File: src/rtl/opcode_seq_pkg.sv
// Shared opcode, state and instruction-class definitions for the opcode sequencer.
package opcode_seq_pkg;

   localparam int SEL_W = 20;

   localparam logic [4:0] OP_ADD   = 5'd0;
   localparam logic [4:0] OP_SUB   = 5'd1;
   localparam logic [4:0] OP_LOAD  = 5'd2;
   localparam logic [4:0] OP_STORE = 5'd3;
   localparam logic [4:0] OP_SGE   = 5'd4;
   localparam logic [4:0] OP_SLE   = 5'd5;
   localparam logic [4:0] OP_SEQ   = 5'd6;
   localparam logic [4:0] OP_SLI   = 5'd7;
   localparam logic [4:0] OP_SRI   = 5'd8;
   localparam logic [4:0] OP_ADDI  = 5'd9;
   localparam logic [4:0] OP_SUBI  = 5'd10;
   localparam logic [4:0] OP_NOP   = 5'd11;
   localparam logic [4:0] OP_MOVE  = 5'd12;
   localparam logic [4:0] OP_MOVEI = 5'd13;
   localparam logic [4:0] OP_ADDF  = 5'd18;
   localparam logic [4:0] OP_MULF  = 5'd19;

   typedef enum logic [2:0] {
      IDLE,
      DECODE,
      EXEC,
      MEM,
      WB
   } state_t;

   typedef enum logic [2:0] {
      CLS_ALU,
      CLS_MEM_LD,
      CLS_MEM_ST,
      CLS_NOP,
      CLS_FP,
      CLS_ILLEGAL
   } cls_t;

endpackage

File: src/rtl/opcode_seq_decode.sv
// Combinational opcode decoder: one-hot select, instruction class and legality.
// ADDF/MULF are legal only when OPCODE_SEQUENCER_FLOAT_EN is defined.
module opcode_seq_decode
   import opcode_seq_pkg::*;
(
   input  logic [4:0]       opcode,
   output logic [SEL_W-1:0] sel,
   output cls_t             cls,
   output logic             legal
);

   always_comb begin
      cls   = CLS_ILLEGAL;
      legal = 1'b0;
      case (opcode)
         OP_ADD, OP_SUB, OP_SGE, OP_SLE, OP_SEQ, OP_SLI, OP_SRI,
         OP_ADDI, OP_SUBI, OP_MOVE, OP_MOVEI: begin
            cls   = CLS_ALU;
            legal = 1'b1;
         end
         OP_LOAD: begin
            cls   = CLS_MEM_LD;
            legal = 1'b1;
         end
         OP_STORE: begin
            cls   = CLS_MEM_ST;
            legal = 1'b1;
         end
         OP_NOP: begin
            cls   = CLS_NOP;
            legal = 1'b1;
         end
`ifdef OPCODE_SEQUENCER_FLOAT_EN
         OP_ADDF, OP_MULF: begin
            cls   = CLS_FP;
            legal = 1'b1;
         end
`endif
         default: ;
      endcase
      // Opcode value doubles as the select bit index; illegal codes select nothing.
      sel = legal ? (SEL_W'(1) << opcode) : '0;
   end

endmodule

File: src/rtl/opcode_sequencer.sv
// Multi-cycle IDLE/DECODE/EXEC/MEM/WB sequencer driving the one-hot operand select bus.
// Define OPCODE_SEQUENCER_FLOAT_EN to enable ADDF/MULF with FP_LAT EXEC cycles.
module opcode_sequencer
   import opcode_seq_pkg::*;
#(
   parameter int FP_LAT = 3,
   parameter int CNT_W  = 16
) (
   input  logic             clk,
   input  logic             rst_n,
   input  logic             instr_valid,
   output logic             instr_ready,
   input  logic [4:0]       opcode,
   input  logic             mem_ready,
   output logic [SEL_W-1:0] select,
   output logic             rf_we,
   output logic             mem_re,
   output logic             mem_we,
   output logic             done,
   output logic             illegal,
   output logic [CNT_W-1:0] retired
);

   if (FP_LAT < 1 || FP_LAT > 15) begin : g_bad_fp_lat
      $error("FP_LAT must be in 1..15");
   end

   state_t           state_q, state_d;
   cls_t             cls_q;
   logic [SEL_W-1:0] select_q;
   logic [CNT_W-1:0] retired_q;
   logic [SEL_W-1:0] dec_sel;
   cls_t             dec_cls;
   logic             dec_legal;
   logic             accept;
   logic             fp_busy;

   opcode_seq_decode u_decode (
      .opcode (opcode),
      .sel    (dec_sel),
      .cls    (dec_cls),
      .legal  (dec_legal)
   );

   assign accept = instr_valid && (state_q == IDLE);

   always_ff @(posedge clk or negedge rst_n) begin
      if (!rst_n) begin
         state_q   <= IDLE;
         cls_q     <= CLS_NOP;
         select_q  <= '0;
         retired_q <= '0;
      end else begin
         state_q <= state_d;
         if (accept) begin
            cls_q    <= dec_cls;
            select_q <= dec_sel;
         end else if (state_d == IDLE) begin
            select_q <= '0;
         end
         // Count on entry to WB so the new total is visible alongside done.
         if (state_d == WB) begin
            retired_q <= retired_q + CNT_W'(1);
         end
      end
   end

`ifdef OPCODE_SEQUENCER_FLOAT_EN
   localparam logic [3:0] FP_LOAD = 4'(FP_LAT - 1);
   logic [3:0] fp_cnt_q;

   always_ff @(posedge clk or negedge rst_n) begin
      if (!rst_n) begin
         fp_cnt_q <= 4'd0;
      end else if (state_q == DECODE) begin
         fp_cnt_q <= FP_LOAD;
      end else if (state_q == EXEC && fp_cnt_q != 4'd0) begin
         fp_cnt_q <= fp_cnt_q - 4'd1;
      end
   end

   assign fp_busy = (cls_q == CLS_FP) && (fp_cnt_q != 4'd0);
`else
   assign fp_busy = 1'b0;
`endif

   always_comb begin
      state_d     = state_q;
      instr_ready = 1'b0;
      done        = 1'b0;
      illegal     = 1'b0;
      rf_we       = 1'b0;
      mem_re      = 1'b0;
      mem_we      = 1'b0;
      case (state_q)
         IDLE: begin
            instr_ready = 1'b1;
            if (instr_valid) state_d = DECODE;
         end
         DECODE: begin
            case (cls_q)
               CLS_ILLEGAL: begin
                  illegal = 1'b1;
                  state_d = IDLE;
               end
               CLS_NOP: state_d = WB;
               default: state_d = EXEC;
            endcase
         end
         EXEC: begin
            if (!fp_busy) begin
               state_d = (cls_q == CLS_MEM_LD || cls_q == CLS_MEM_ST) ? MEM : WB;
            end
         end
         MEM: begin
            mem_re = (cls_q == CLS_MEM_LD);
            mem_we = (cls_q == CLS_MEM_ST);
            if (mem_ready) state_d = WB;
         end
         WB: begin
            done    = 1'b1;
            rf_we   = (cls_q != CLS_MEM_ST) && (cls_q != CLS_NOP);
            state_d = IDLE;
         end
         default: state_d = IDLE;
      endcase
   end

   assign select  = select_q;
   assign retired = retired_q;

endmodule
File: config.mk
export PLATFORM = sky130hd
export DESIGN_NAME = opcode_sequencer
export DESIGN_NICKNAME = d
export VERILOG_FILES = /design/src/rtl/opcode_seq_pkg.sv /design/src/rtl/opcode_seq_decode.sv /design/src/rtl/opcode_sequencer.sv
export SDC_FILE = /design/constraint.sdc
export NUM_CORES = 1
export LEC_CHECK = 0
export BUFFER_PORTS_ARGS = -buffer_cell sky130_fd_sc_hd__clkbuf_2
export CAP_MARGIN = 15
export CORE_ASPECT_RATIO = 2
export CORE_MARGIN = 2
export CORE_UTILIZATION = 52
export DETAILED_ROUTE_END_ITERATION = 10
export HOLD_SLACK_MARGIN = 0.15
export MAX_ROUTING_LAYER = met4
export PLACE_DENSITY = 0.83
export SLEW_MARGIN = 20
export SYNTH_ARGS = -nofsm -noshare
export SYNTH_HDL_FRONTEND = slang
export SYNTH_HIERARCHICAL = 1
export SYNTH_SLANG_ARGS = --single-unit
File: constraint.sdc
create_clock -name clk -period 2.2 [get_ports clk]
set_input_delay 0.44 -clock clk [delete_from_list [all_inputs] [get_ports clk]]
set_output_delay 0.44 -clock clk [all_outputs]
set_load 0.005 [all_outputs]
Word-level counts from Yosys, hierarchy flattened
Cells that the tools add are included.
{"block": "totals", "ff_bits": 42, "output_inout_bits": 42, "word_cells": 56}
{"block": "op_classes", "add_sub_neg": 1, "eq_ne": 24, "shift": 1, "mux": 17, "n_reduce_logical": 9}
{"cell": "two-way mux 20 bit", "n": 3}
{"cell": "== test 5 x 4 -> 1 bit, second input constant", "n": 6}
{"cell": "case mux 3 bit (4 select lines)", "n": 2}
{"cell": "== test 5 x 3 -> 1 bit, second input constant", "n": 4}
{"cell": "<< shifter 1 x 5 -> 20 bit, first input constant", "n": 1}
{"cell": "adder 16 x 1 -> 16 bit, second input constant", "n": 1}
{"cell": "OR reduction 14 bit", "n": 1}
{"cell": "== test 3 x 2 -> 1 bit, second input constant", "n": 4}
{"cell": "OR reduction 11 bit", "n": 1}
{"cell": "== test 5 x 2 -> 1 bit, second input constant", "n": 2}
{"cell": "== test 3 bit, second input constant", "n": 3}
{"cell": "two-way mux 3 bit", "n": 3}
{"cell": "two-way mux 1 bit", "n": 8}
{"cell": "== test 3 x 1 -> 1 bit, second input constant", "n": 2}
{"cell": "zero test 3 bit", "n": 2}
{"cell": "inequality test 3 x 2 -> 1 bit, second input constant", "n": 2}
{"cell": "case mux 3 bit (2 select lines)", "n": 1}
{"cell": "== test 5 x 1 -> 1 bit, second input constant", "n": 1}
{"cell": "zero test 5 bit", "n": 1}
{"cell": "logical AND 1 bit", "n": 2}
{"cell": "nonzero test 2 bit", "n": 1}
{"cell": "logical OR 1 bit", "n": 1}

Longest topological paths before layout
Gate-level depths: netlist (run 1).
{"block": "logic_depth", "ltp_word": 7, "ltp_mapped": 7, "depth_no_buf": 4}

Modules after synthesis
Netlist (run 1), hierarchy kept.
{"mod": "opcode_sequencer", "n_inst": 1, "cells_per_inst": 148, "area_per_inst_um2": 1825.5, "seq_area_each_um2": 1053.5}
{"mod": "opcode_seq_decode", "n_inst": 1, "cells_per_inst": 36, "area_per_inst_um2": 224.0, "seq_area_each_um2": 0.0}

Worst setup path after synthesis (run 1)
OpenSTA, ideal clock, no wires.
{"block": "synth_path", "path_type": "register to register", "start": "register cls_q[1]", "end": "register retired_q[15] (netlist: retired[15])", "setup_ps": 125, "arrival_ps": 1597, "required_ps": 2075, "setup_slack_ps": 479, "stages_incl_launch_ff": 5, "synth_period_minus_slack_ps": 1721, "cell_sequence": "dfstp_2 > or3b_1 > nor3_4 > o2111ai_1 > xnor2_1"}
{"block": "synth_via", "elab_chain_cells": 5, "word_cells_on_any_way": 9, "cone_classes": "eq/ne: 5; mux: 3; reduce/logical: 1"}
{"element": "from (decl)", "line_no": "opcode_sequencer.sv:29", "source": "cls_t cls_q;"}
{"element": "from (signal assigned)", "line_no": "opcode_sequencer.sv:56", "source": "cls_q <= dec_cls;"}
{"element": "== test 3 x 1 -> 1 bit / == test 3 x 2 -> 1 bit (equally long branches)", "line_no": "opcode_sequencer.sv:112", "source": "state_d = (cls_q == CLS_MEM_LD || cls_q == CLS_MEM_ST) ? MEM : WB;"}
{"element": "logical OR 1 bit", "line_no": "opcode_sequencer.sv:112"}
{"element": "two-way mux 3 bit", "line_no": "opcode_sequencer.sv:112"}
{"element": "case mux 3 bit (4 select lines) *", "line_no": "opcode_sequencer.sv:95", "source": "case (state_q)"}
{"element": "== test 3 bit *", "line_no": "opcode_sequencer.sv:62", "source": "if (state_d == WB) begin"}
{"element": "to (signal assigned)", "line_no": "opcode_sequencer.sv:63", "source": "retired_q <= retired_q + CNT_W'(1);"}
{"element": "to (decl)", "line_no": "opcode_sequencer.sv:31", "source": "logic [CNT_W-1:0] retired_q;"}
Mark *: on every way between the ends. The rest lies on a longest branch, timed or not.
A chain may end at the register's enable or synchronous reset.

Final worst setup path (run 1)
{"block": "layout_path", "start": "register cls_q[1]", "end": "output port mem_we"}
{"block": "layout_via", "elab_chain_cells": 2}
{"element": "== test 3 x 2 -> 1 bit", "line_no": "opcode_sequencer.sv:117", "source": "mem_we = (cls_q == CLS_MEM_ST);"}
{"element": "two-way mux 1 bit", "line_no": "opcode_sequencer.sv:95"}
{"element": "to (decl)", "line_no": "opcode_sequencer.sv:18", "source": "output logic mem_we,"}
Every way passes these cells.

==> results.ini, run 1 <==
[clocking]
clk_pin_slew_ns = 0.08
clock-root-buffer = clkbuf_8
h-tree-depth = 2
cts.sinks = 42
cts_tree = yes
clk_latency_ns = 0.30
clk_path_buf_depth = 2
cts_inserted_buffers = 5
post-cts-setup-buffers = 0

[floorplan]
die_h_um = 92.8
rows = 32
die_w_um = 48.4
pin_count = 51
initial_utilization = 0.539
core_um2 = 3800
dieArea_um2 = 4490

[pwr]
switching_share = 0.342
finalPower_mw = 2.60
peakVddDrop_mv = 0.879
p_clk_frac = 0.278
share_comb_of_total_power = 0.299
power.leakage_nw = 1.20
power.density_nw_per_um2 = 1050
power.internal_mw = 1.71
p_switching_mw = 0.891
seq_power_share = 0.423

[worst_hold_path]
min_path_type = in2reg

[worst_setup_path]
critPathMaxFanout = 7
cp.arrival_ns = 1.69
cp-end-kind = output port
worst-setup-path-type = reg2out
critPathLaunchType = flop
required_ns = 1.76

[synthesis]
syn_avg_cell_area_um2 = 11.1
synthCells = 184
synthesis.area_um2 = 2050
synth_warnings = 6
ys_seq_area_frac = 0.514
ys_seq_elements = 42
yosys.cell_types.count = 43

[grt]
grt_max_degree = 29
grt_pass1_vias = 1620
grt_antenna_before_repair = 0
grt_pass1_wl_um = 7530
grt_overflow = 0
grtUsageTotal = 0.219

[placement]
port_buffers = 50
hpwl_um = 3230
finalWeightedCongestion = 0.806

[drt]
routed_wl_um = 4370
drtAntennaViolNets = 0
routed.top_layer = met4
wl_met2_um = 2440
first_pass_iters = 4
wl_met3_um = 167
remaining_drc_errors = 0
via_per_inst = 5.45
vias = 1581
drtIter0Drc = 29
wl_met1_um = 1640
wl_per_cell_um = 15.1

[cells_and_area]
seqCellArea_um2 = 1050
fillers = 311
antenna_cells = 0
multi_input_area_um2 = 915
post-route-util = 0.653
syn_to_final_growth_pct = 21.1
num-nets-final = 248
drive_gt1_frac = 0.322

[run_status]
outcome = complete, no violations

[sta]
worstMarginPinSlew_ns = 0.506
maxSlewHeadroom = 0.662
slew_viol_final = 0
setup_viol = 0
hold_viol = 0
rsz0062_at_grt = no
period_minus_slack_ns = 2.13
timing.fmax_ghz = 0.470
clock_skew_ns = 0.00971
finalSetupTns_ns = 0
period_share = 0.966

[flow_run]
maxCapViolCount = 0

==> worst max-delay path, cell delays in order (launching register included) <==
cell      delay [ns]
dfstp_2         0.59
or3b_4          0.43
nor3_1          0.22
clkbuf_2        0.15
==> synthesized netlist by cell type, drive strengths merged <==
cell	n	share of area
o2111ai	5	0.021
a21oi	3	0.0073
o211a	1	0.0049
nor3b	1	0.0037
xor2	2	0.0085
nand4	2	0.0061
ha	1	0.0061
nor4	3	0.0092
and3	1	0.0031
or3	2	0.0061
buf	11	0.037
inv	4	0.0073
a21o	1	0.0037
nand3b	2	0.0073
nand2	10	0.018
and2	2	0.0061
o211ai	5	0.018
nand2b	4	0.012
mux2	3	0.016
nor4b	1	0.0043
or3b	3	0.015
xnor2	15	0.064
o21ai	5	0.012
and4	1	0.0043
a2111oi	1	0.0073
nor3	9	0.032
dfstp	2	0.026
a31oi	1	0.0031
a211oi	1	0.0061
a22o	20	0.085
a21boi	1	0.0037
nor2b	2	0.0061
clkbuf	3	0.0055
nor2	15	0.031
conb	1	0.0018
dfrtp	40	0.49
==> placed cells by master, fill, tap and decap left out, types with 2 or more instances in the layout <==
cell type,n
bufinv_16,2
or3b_4,3
clkbuf_2,50
conb_1,6
nor3_2,2
xnor2_1,15
xor2_1,2
o21ai_0,4
or3_1,2
nor3_1,6
nand2_1,10
nand4_1,2
o2111ai_1,5
a21oi_1,3
and2_1,2
clkbuf_8,5
nand2b_1,4
o211ai_1,5
inv_1,4
nand3b_1,2
nor2b_1,2
a22o_1,20
dfstp_2,2
buf_4,5
dfrtp_1,40
mux2_2,3
nor2_1,14
nor4_1,3
==> cell type report <==
class / instances / area share
multi-input cells: 129 / 0.368
inverters: 4 / 0.00605
well taps: 51 / 0.0257
clock inverters: 3 / 0.0277
clock buffers: 5 / 0.0277
flip-flops and latches: 42 / 0.424
repair buffers: 56 / 0.120
==> cells by family (layout without fill, tap and decap cells) <==
group / count (synthesis) / after routing / share of synthesized area
simple gates: 58 / 58 / 0.165
mux: 3 / 3 / 0.0165
xor+xnor: 17 / 17 / 0.0727
compound gates: 44 / 44 / 0.173
fa+ha+maj: 1 / 1 / 0.00610
buf+inv: 18 / 68 / 0.0501
flops: 42 / 42 / 0.514
other cells: 1 / 6 / 0.00183
==> through the flow <==
stage,setup WS (ns),std cells,hold slack (ns),cell area (um2)
after floorplan,0.479,189,0.144,2070
after global placement,0.364,281,0.367,2330
after detailed placement,0.330,281,0.379,2330
after CTS,0.00201,290,0.380,2480
after global routing,0.0215,290,0.376,2480
final,0.0739,290,0.385,2480
==> flip-flops by register name (all words and copies together) (netlist names) <==
register,flops
select,20
state_q,3
cls_q,3
retired,16
==> layer usage <==
layer	vias to the layer above	global-route usage
li1	756	-
met1	764	0.239
met2	48	0.388
met3	13	0.0371
met4	0	0.0976
met5	-	-
==> path summary, 6_finish.rpt <==
check,depth (start not counted),from,slack (ns),endpoint
worst max register to register,4,cls_q[0]$_DFFE_PN1P_,0.36,retired[1]$_DFFE_PN0N_
worst max-delay path,3,cls_q[1]$_DFFE_PN1P_,0.07,mem_we
max in group asynchronous,3,rst_n,0.87,cls_q[1]$_DFFE_PN1P_
min in group asynchronous,2,rst_n,0.59,retired[15]$_DFFE_PN0N_
worst min-delay path,3,instr_valid,0.38,state_q[0]$_DFF_PN0_
worst min register to register,1,retired[15]$_DFFE_PN0N_,0.49,retired[15]$_DFFE_PN0N_
==> what timing repair did <==
| item | 4_1_cts | 5_1_grt |
|---|---|---|
| hold endpoints to repair | 14 | 0 |
| gates resized for setup | 0 | 1 |
| setup endpoints to repair | 0 | 1 |
| hold buffers | 1 | 0 |
==> power groups by stage <==
stage	sequential (mW)	clock, mW	combinational (mW)
5_1_grt	1.13	0.779	0.874
6_report	1.10	0.724	0.779
2_1_floorplan	1.07	0	0.533
4_1_cts	1.10	0.741	0.789
3_3_place_gp	1.10	0	0.761
3_5_place_dp	1.11	0	0.781
Power figures use the tool's default switching activity.
==> run 2, diff against run 1 <==
REMOVE_ABC_BUFFERS = 1   (was default)
SETUP_SLACK_MARGIN = 0.5   (was default)
==> results.ini, run 2 (same netlist as run 1, synthesis figures left out) <==
[run_status]
outcome = complete, no violations  ; unchanged

[drt]
routed_wl_um = 5010  ; was 4370 um
drtIter0Drc = 35  ; was 29
via_per_inst = 5.54  ; was 5.45
drtAntennaViolNets = 0  ; unchanged
vias = 1690  ; was 1581
remaining_drc_errors = 0  ; unchanged
first_pass_iters = 4  ; unchanged
wl_per_cell_um = 16.4  ; was 15.1 um

[clocking]
clk_pin_slew_ns = 0.08  ; about the same
h-tree-depth = 2  ; unchanged
cts_inserted_buffers = 5  ; unchanged
clock-root-buffer = clkbuf_8  ; unchanged
cts_tree = yes  ; unchanged
cts.sinks = 42  ; unchanged
clk_path_buf_depth = 2  ; unchanged
clk_latency_ns = 0.29  ; was 0.30 ns

[grt]
grt_pass1_vias = 1649  ; was 1620
grtUsageTotal = 0.235  ; was 0.219
grt_pass1_wl_um = 7920  ; was 7530 um
grt_max_degree = 22  ; was 29
grt_overflow = 0  ; unchanged
grt_antenna_before_repair = 0  ; unchanged

[floorplan]
dieArea_um2 = 4490  ; unchanged
die_w_um = 48.4  ; unchanged
pin_count = 51  ; unchanged
rows = 32  ; unchanged
die_h_um = 92.8  ; unchanged
core_um2 = 3800  ; unchanged
initial_utilization = 0.539  ; unchanged

[placement]
finalWeightedCongestion = 0.790  ; was 0.806
placed_cell_area_um2 = 2330  ; unchanged
port_buffers = 50  ; unchanged
hpwl_um = 3360  ; was 3230 um

[cells_and_area]
layout_commonest_cell = clkbuf_2  ; unchanged
drive_gt1_frac = 0.437  ; was 0.322
antenna_cells = 0  ; unchanged
num-nets-final = 263  ; was 248
fillers = 273  ; was 311
design_area_um2 = 2690  ; was 2480 um2
largest_register_ffs = 20  ; unchanged
final_cell_mix = 48 x clkbuf_2, 37 x dfrtp_1, 20 x a22o_1, 15 x xnor2_1, 14 x buf_4  ; was 50 x clkbuf_2, 40 x dfrtp_1, 20 x a22o_1, 15 x xnor2_1, 14 x nor2_1
syn_to_final_growth_pct = 31.1  ; was 21.1%

[worst_setup_path]
critical_path.max_stage_delay_ns = 0.53  ; was 0.59 ns
worst-setup-path-type = reg2out  ; unchanged
critPathLaunchType = flop  ; unchanged
cp-end-kind = output port  ; unchanged
reg2reg_depth = 6  ; was 4
worstReg2RegStart = cls_q[1]$_DFFE_PN1P_  ; was cls_q[0]$_DFFE_PN1P_
crit_chain = or3b_4 -> nor3_2 -> buf_2  ; was or3b_4 -> nor3_1 -> clkbuf_2
critPathMaxFanout = 2  ; was 7
cp_num_buf_inv = 1  ; unchanged
cp.arrival_ns = 1.44  ; was 1.69 ns
path_delay_family = flip-flops  ; was simple AND/OR/NAND/NOR gates
cp_slowest_cell = dfstp_2  ; unchanged
required_ns = 1.76  ; about the same
r2r-end = retired[1]$_DFFE_PN0N_  ; unchanged
r2r_slack_ns = 0.40  ; was 0.36 ns

[pwr]
power.leakage_nw = 1.28  ; was 1.20 nW
power.density_nw_per_um2 = 984  ; was 1050 nW/um2
peakVddDrop_mv = 0.590  ; was 0.879 mV

[sta]
slew_viol_final = 0  ; unchanged
period_share = 0.854  ; was 0.966
timing.fmax_ghz = 0.532  ; was 0.470 GHz
finalSetupTns_ns = 0  ; unchanged
clock_skew_ns = 0.00726  ; was 0.00971 ns
setup_viol = 0  ; unchanged
period_minus_slack_ns = 1.88  ; was 2.13 ns
hold_viol = 0  ; unchanged
rsz0062_at_grt = yes  ; was no

[worst_hold_path]
hp-start = instr_valid  ; unchanged
min_path_type = in2reg  ; unchanged
min_to = state_q[0]$_DFF_PN0_  ; unchanged
holdPathStages = 3  ; unchanged

[flow_run]
maxCapViolCount = 0  ; unchanged

[run 2: what timing repair did]
item | CTS | global route
setup endpoints to repair | 15 | 25
endpoints found under the hold margin | 3 | 0
pin swaps | 4 | 9
hold buffers | 1 | 0
buffers inserted | 9 | 6
gates resized for setup | 20 | 16
[run 2: worst max-delay path by stage]
stage          cells after the start            startpoint                 endpoint
3_3_place_gp                       3  cls_q[1]$_DFFE_PN1P_                   mem_we
3_5_place_dp                       4  cls_q[1]$_DFFE_PN1P_  retired[15]$_DFFE_PN0N_
5_1_grt                            3  cls_q[1]$_DFFE_PN1P_                   mem_we
6_report                           3  cls_q[1]$_DFFE_PN1P_                   mem_we
4_1_cts                            3  cls_q[1]$_DFFE_PN1P_                   mem_we
2_1_floorplan                      4  cls_q[1]$_DFFE_PN1P_  retired[15]$_DFFE_PN0N_
[run 2: final cells by class]
| cell class | instances | area [um2] | share of cell area |
|---|---|---|---|
| tap | 51 | 63.8 | 0.0237 |
| timing repair buffer | 71 | 433 | 0.161 |
| inverter | 4 | 15.0 | 0.00559 |
| multi-input combinational | 129 | 1020 | 0.381 |
| clock inverter | 2 | 12.5 | 0.00466 |
| sequential | 42 | 1060 | 0.393 |
| clock buffer | 6 | 82.6 | 0.0307 |
[run 2: worst register-to-register path, delay by kind of cell (launching register included)]
kind | cells | cell delay [ns]
and+or+nand+nor | 3 | 0.58
DFF | 1 | 0.53
buffers and inverters | 2 | 0.32
muxes | 1 | 0.26
[run 2: power by group]
group	internal, mW	switching (mW)
Sequential	0.926	0.172
Clock	0.252	0.255
Combinational	0.475	0.564
[run 2: metal layers]
layer  GRT usage  routed length (um)  up-vias
li1            -                   -      795
met1       0.245                1760      834
met2       0.450                2980       48
met3      0.0290                 148       13
met4      0.0762                 119        0
met5           -                   0        -
[run 2: metrics by stage]
| step | util | power (mW) | std cells | hold slack, ns | setup WS, ns |
|---|---|---|---|---|---|
| 4_1_cts | 0.680 | 2.55 | 299 | 0.412 | 0.317 |
| 5_1_grt | 0.707 | 2.82 | 305 | 0.424 | 0.280 |
| 6_report | 0.707 | 2.64 | 305 | 0.416 | 0.322 |
| 3_5_place_dp | 0.613 | 1.90 | 281 | 0.253 | 0.299 |
| 3_3_place_gp | 0.613 | 1.88 | 281 | 0.256 | 0.361 |
| 2_1_floorplan | - | 1.56 | 175 | 0.144 | 0.479 |
==> run 3, diff against run 2 <==
BUFFER_PORTS_ARGS = -buffer_cell sky130_fd_sc_hd__buf_2   (was -buffer_cell sky130_fd_sc_hd__clkbuf_2)
CORE_UTILIZATION = 47   (was 52)
GPL_TIMING_DRIVEN = 0   (was default)
PLACE_DENSITY = 0.8   (was 0.83)
clock period = 1.7 ns   (was 2.2 ns; I/O delays follow)
==> results.ini, run 3 (same netlist as run 1, synthesis figures left out) <==
[pwr]
power.density_nw_per_um2 = 1360  ; was 984 nW/um2
finalPower_mw = 4.11  ; was 2.64 mW
p_clk_frac = 0.165  ; was 0.192
p_switching_mw = 1.62  ; was 0.991 mW
switching_share = 0.393  ; was 0.375
peakVddDrop_mv = 1.05  ; was 0.590 mV
power.internal_mw = 2.50  ; was 1.65 mW
power.leakage_nw = 1.46  ; was 1.28 nW
seq_power_share = 0.356  ; was 0.415
share_comb_of_total_power = 0.478  ; was 0.393

[worst_setup_path]
required_ns = 1.89  ; was 1.76 ns
cp-end-kind = flop  ; was output port
critPathMaxFanout = 6  ; was 2
worstReg2RegStart = cls_q[1]$_DFFE_PN1P_  ; unchanged
worst-setup-path-type = reg2reg  ; was reg2out
r2r-end = retired[12]$_DFFE_PN0N_  ; was retired[1]$_DFFE_PN0N_
critPathLaunchType = flop  ; unchanged
cp.arrival_ns = 2.04  ; was 1.44 ns
r2r_slack_ns = -0.15  ; was 0.40 ns
reg2reg_depth = 8  ; was 6

[floorplan]
dieArea_um2 = 4940  ; was 4490 um2
initial_utilization = 0.482  ; was 0.539
die_h_um = 97.4  ; was 92.8 um
die_w_um = 50.7  ; was 48.4 um
rows = 34  ; was 32
pin_count = 51  ; unchanged
core_um2 = 4250  ; was 3800 um2

[cells_and_area]
design_area_um2 = 3030  ; was 2690 um2
num-nets-final = 285  ; was 263
fin_cells = 330  ; was 305
final_cell_mix = 49 x buf_2, 34 x dfrtp_1, 24 x buf_4, 20 x a22o_1, 15 x buf_6  ; was 48 x clkbuf_2, 37 x dfrtp_1, 20 x a22o_1, 15 x xnor2_1, 14 x buf_4
drive_gt1_frac = 0.529  ; was 0.437
antenna_cells = 0  ; unchanged
post-route-util = 0.713  ; was 0.707
syn_to_final_growth_pct = 48.0  ; was 31.1%
layout_commonest_cell = buf_2  ; was clkbuf_2
largest_register_ffs = 20  ; unchanged

[grt]
grt_pass1_vias = 1786  ; was 1649
grt_pass1_wl_um = 8230  ; was 7920 um
grt_max_degree = 43  ; was 22
grt_antenna_before_repair = 0  ; unchanged
grt_overflow = 0  ; unchanged
grtUsageTotal = 0.222  ; was 0.235

[sta]
slew_viol_final = 0  ; unchanged
period_share = 1.09
timing.fmax_ghz = 0.541
hold_ws_ns = 0.163  ; was 0.416 ns
clock_skew_ns = 0.0109  ; was 0.00726 ns
worstMarginPinSlew_ns = 0.911
finalSetupTns_ns = -1.61  ; was 0 ns
rsz0062_at_grt = yes  ; unchanged
hold_viol = 0  ; unchanged
maxSlewHeadroom = 0.393
period_minus_slack_ns = 1.85
setup_viol = 18  ; was 0
worst_slack_ns = -0.147  ; was 0.322 ns

[clocking]
clk_path_buf_depth = 2  ; unchanged
clk_latency_ns = 0.30  ; was 0.29 ns
cts_hold_buf = 0  ; was 1
clock-root-buffer = clkbuf_8  ; unchanged
cts.sinks = 42  ; unchanged
cts_tree = yes  ; unchanged
cts_inserted_buffers = 5  ; unchanged
clk_pin_slew_ns = 0.08  ; about the same
h-tree-depth = 2  ; unchanged

[placement]
finalWeightedCongestion = 0.836  ; was 0.790
port_buffers = 50  ; unchanged
dp_cells = 279  ; was 281
dp_slack_ns = -0.224  ; was 0.299 ns
hpwl_um = 2850  ; was 3360 um
placed_cell_area_um2 = 2300  ; was 2330 um2

[drt]
remaining_drc_errors = 0  ; unchanged
via_per_inst = 5.59  ; was 5.54
vias = 1845  ; was 1690
routed_wl_um = 5620  ; was 5010 um
wl_per_cell_um = 17.0  ; was 16.4 um
drtAntennaViolNets = 0  ; unchanged
drtIter0Drc = 26  ; was 35
first_pass_iters = 4  ; unchanged

[run_status]
violations = negative setup slack
outcome = complete, but fails checks  ; was complete, no violations

[worst_hold_path]
min_path_type = in2async  ; was in2reg

[flow_run]
maxCapViolCount = 0  ; unchanged

-- run 3: routing by layer --
metal | GRT usage | vias to the layer above | part of all wire
met1 | 0.280 | 914 | 0.39
met3 | 0.0431 | 14 | 0.051
met2 | 0.340 | 77 | 0.53
met5 | - | - | 0
li1 | - | 840 | -
met4 | 0.104 | 0 | 0.024
-- run 3: worst max-delay path by stage --
stage / slack, ns / end / cells after the start / start
floorplan: -0.02 / retired[15]$_DFFE_PN0N_ / 4 / cls_q[1]$_DFFE_PN1P_
global placement: -0.33 / select[7]$_DFFE_PN0P_ / 4 / cls_q[1]$_DFFE_PN1P_
detailed placement: -0.22 / retired[13]$_DFFE_PN0N_ / 4 / cls_q[1]$_DFFE_PN1P_
CTS: -0.11 / mem_we / 3 / cls_q[1]$_DFFE_PN1P_
global route: -0.22 / retired[15]$_DFFE_PN0N_ / 7 / cls_q[1]$_DFFE_PN1P_
finish: -0.15 / retired[12]$_DFFE_PN0N_ / 8 / cls_q[1]$_DFFE_PN1P_
-- run 3: area by class of cell --
| class | count | area (um2) |
|---|---|---|
| clock buffers | 6 | 82.6 |
| clock inverters | 2 | 12.5 |
| fillers | 309 | 1220 |
| inverters | 4 | 15.0 |
| multi-input cells | 132 | 1160 |
| flip-flops and latches | 42 | 1060 |
| well taps | 54 | 67.6 |
| repair buffers | 90 | 634 |
-- run 3: power by group through the flow --
stage / logic [mW] / clock network [mW] / registers (mW)
after global placement: 0.923 / 0 / 1.42
after floorplan: 0.614 / 0 / 1.40
final: 1.97 / 0.680 / 1.47
after global routing: 2.10 / 0.734 / 1.49
after CTS: 1.43 / 0.683 / 1.43
after detailed placement: 0.963 / 0 / 1.43
-- run 3: what timing repair did --
action,4_1_cts,5_1_grt
endpoints found under the setup margin,58,63
resized for setup,30,38
gates cloned,1,2
pin swaps,10,17
setup buffers,23,17
-- run 3: critical path, stage by stage (launching register included) --
cell,delay (ns)
dfstp_2,0.56
buf_4,0.12
buf_6,0.10
xor2_4,0.09
a211oi_4,0.30
buf_6,0.17
buf_4,0.12
o2111ai_4,0.12
xnor2_2,0.16
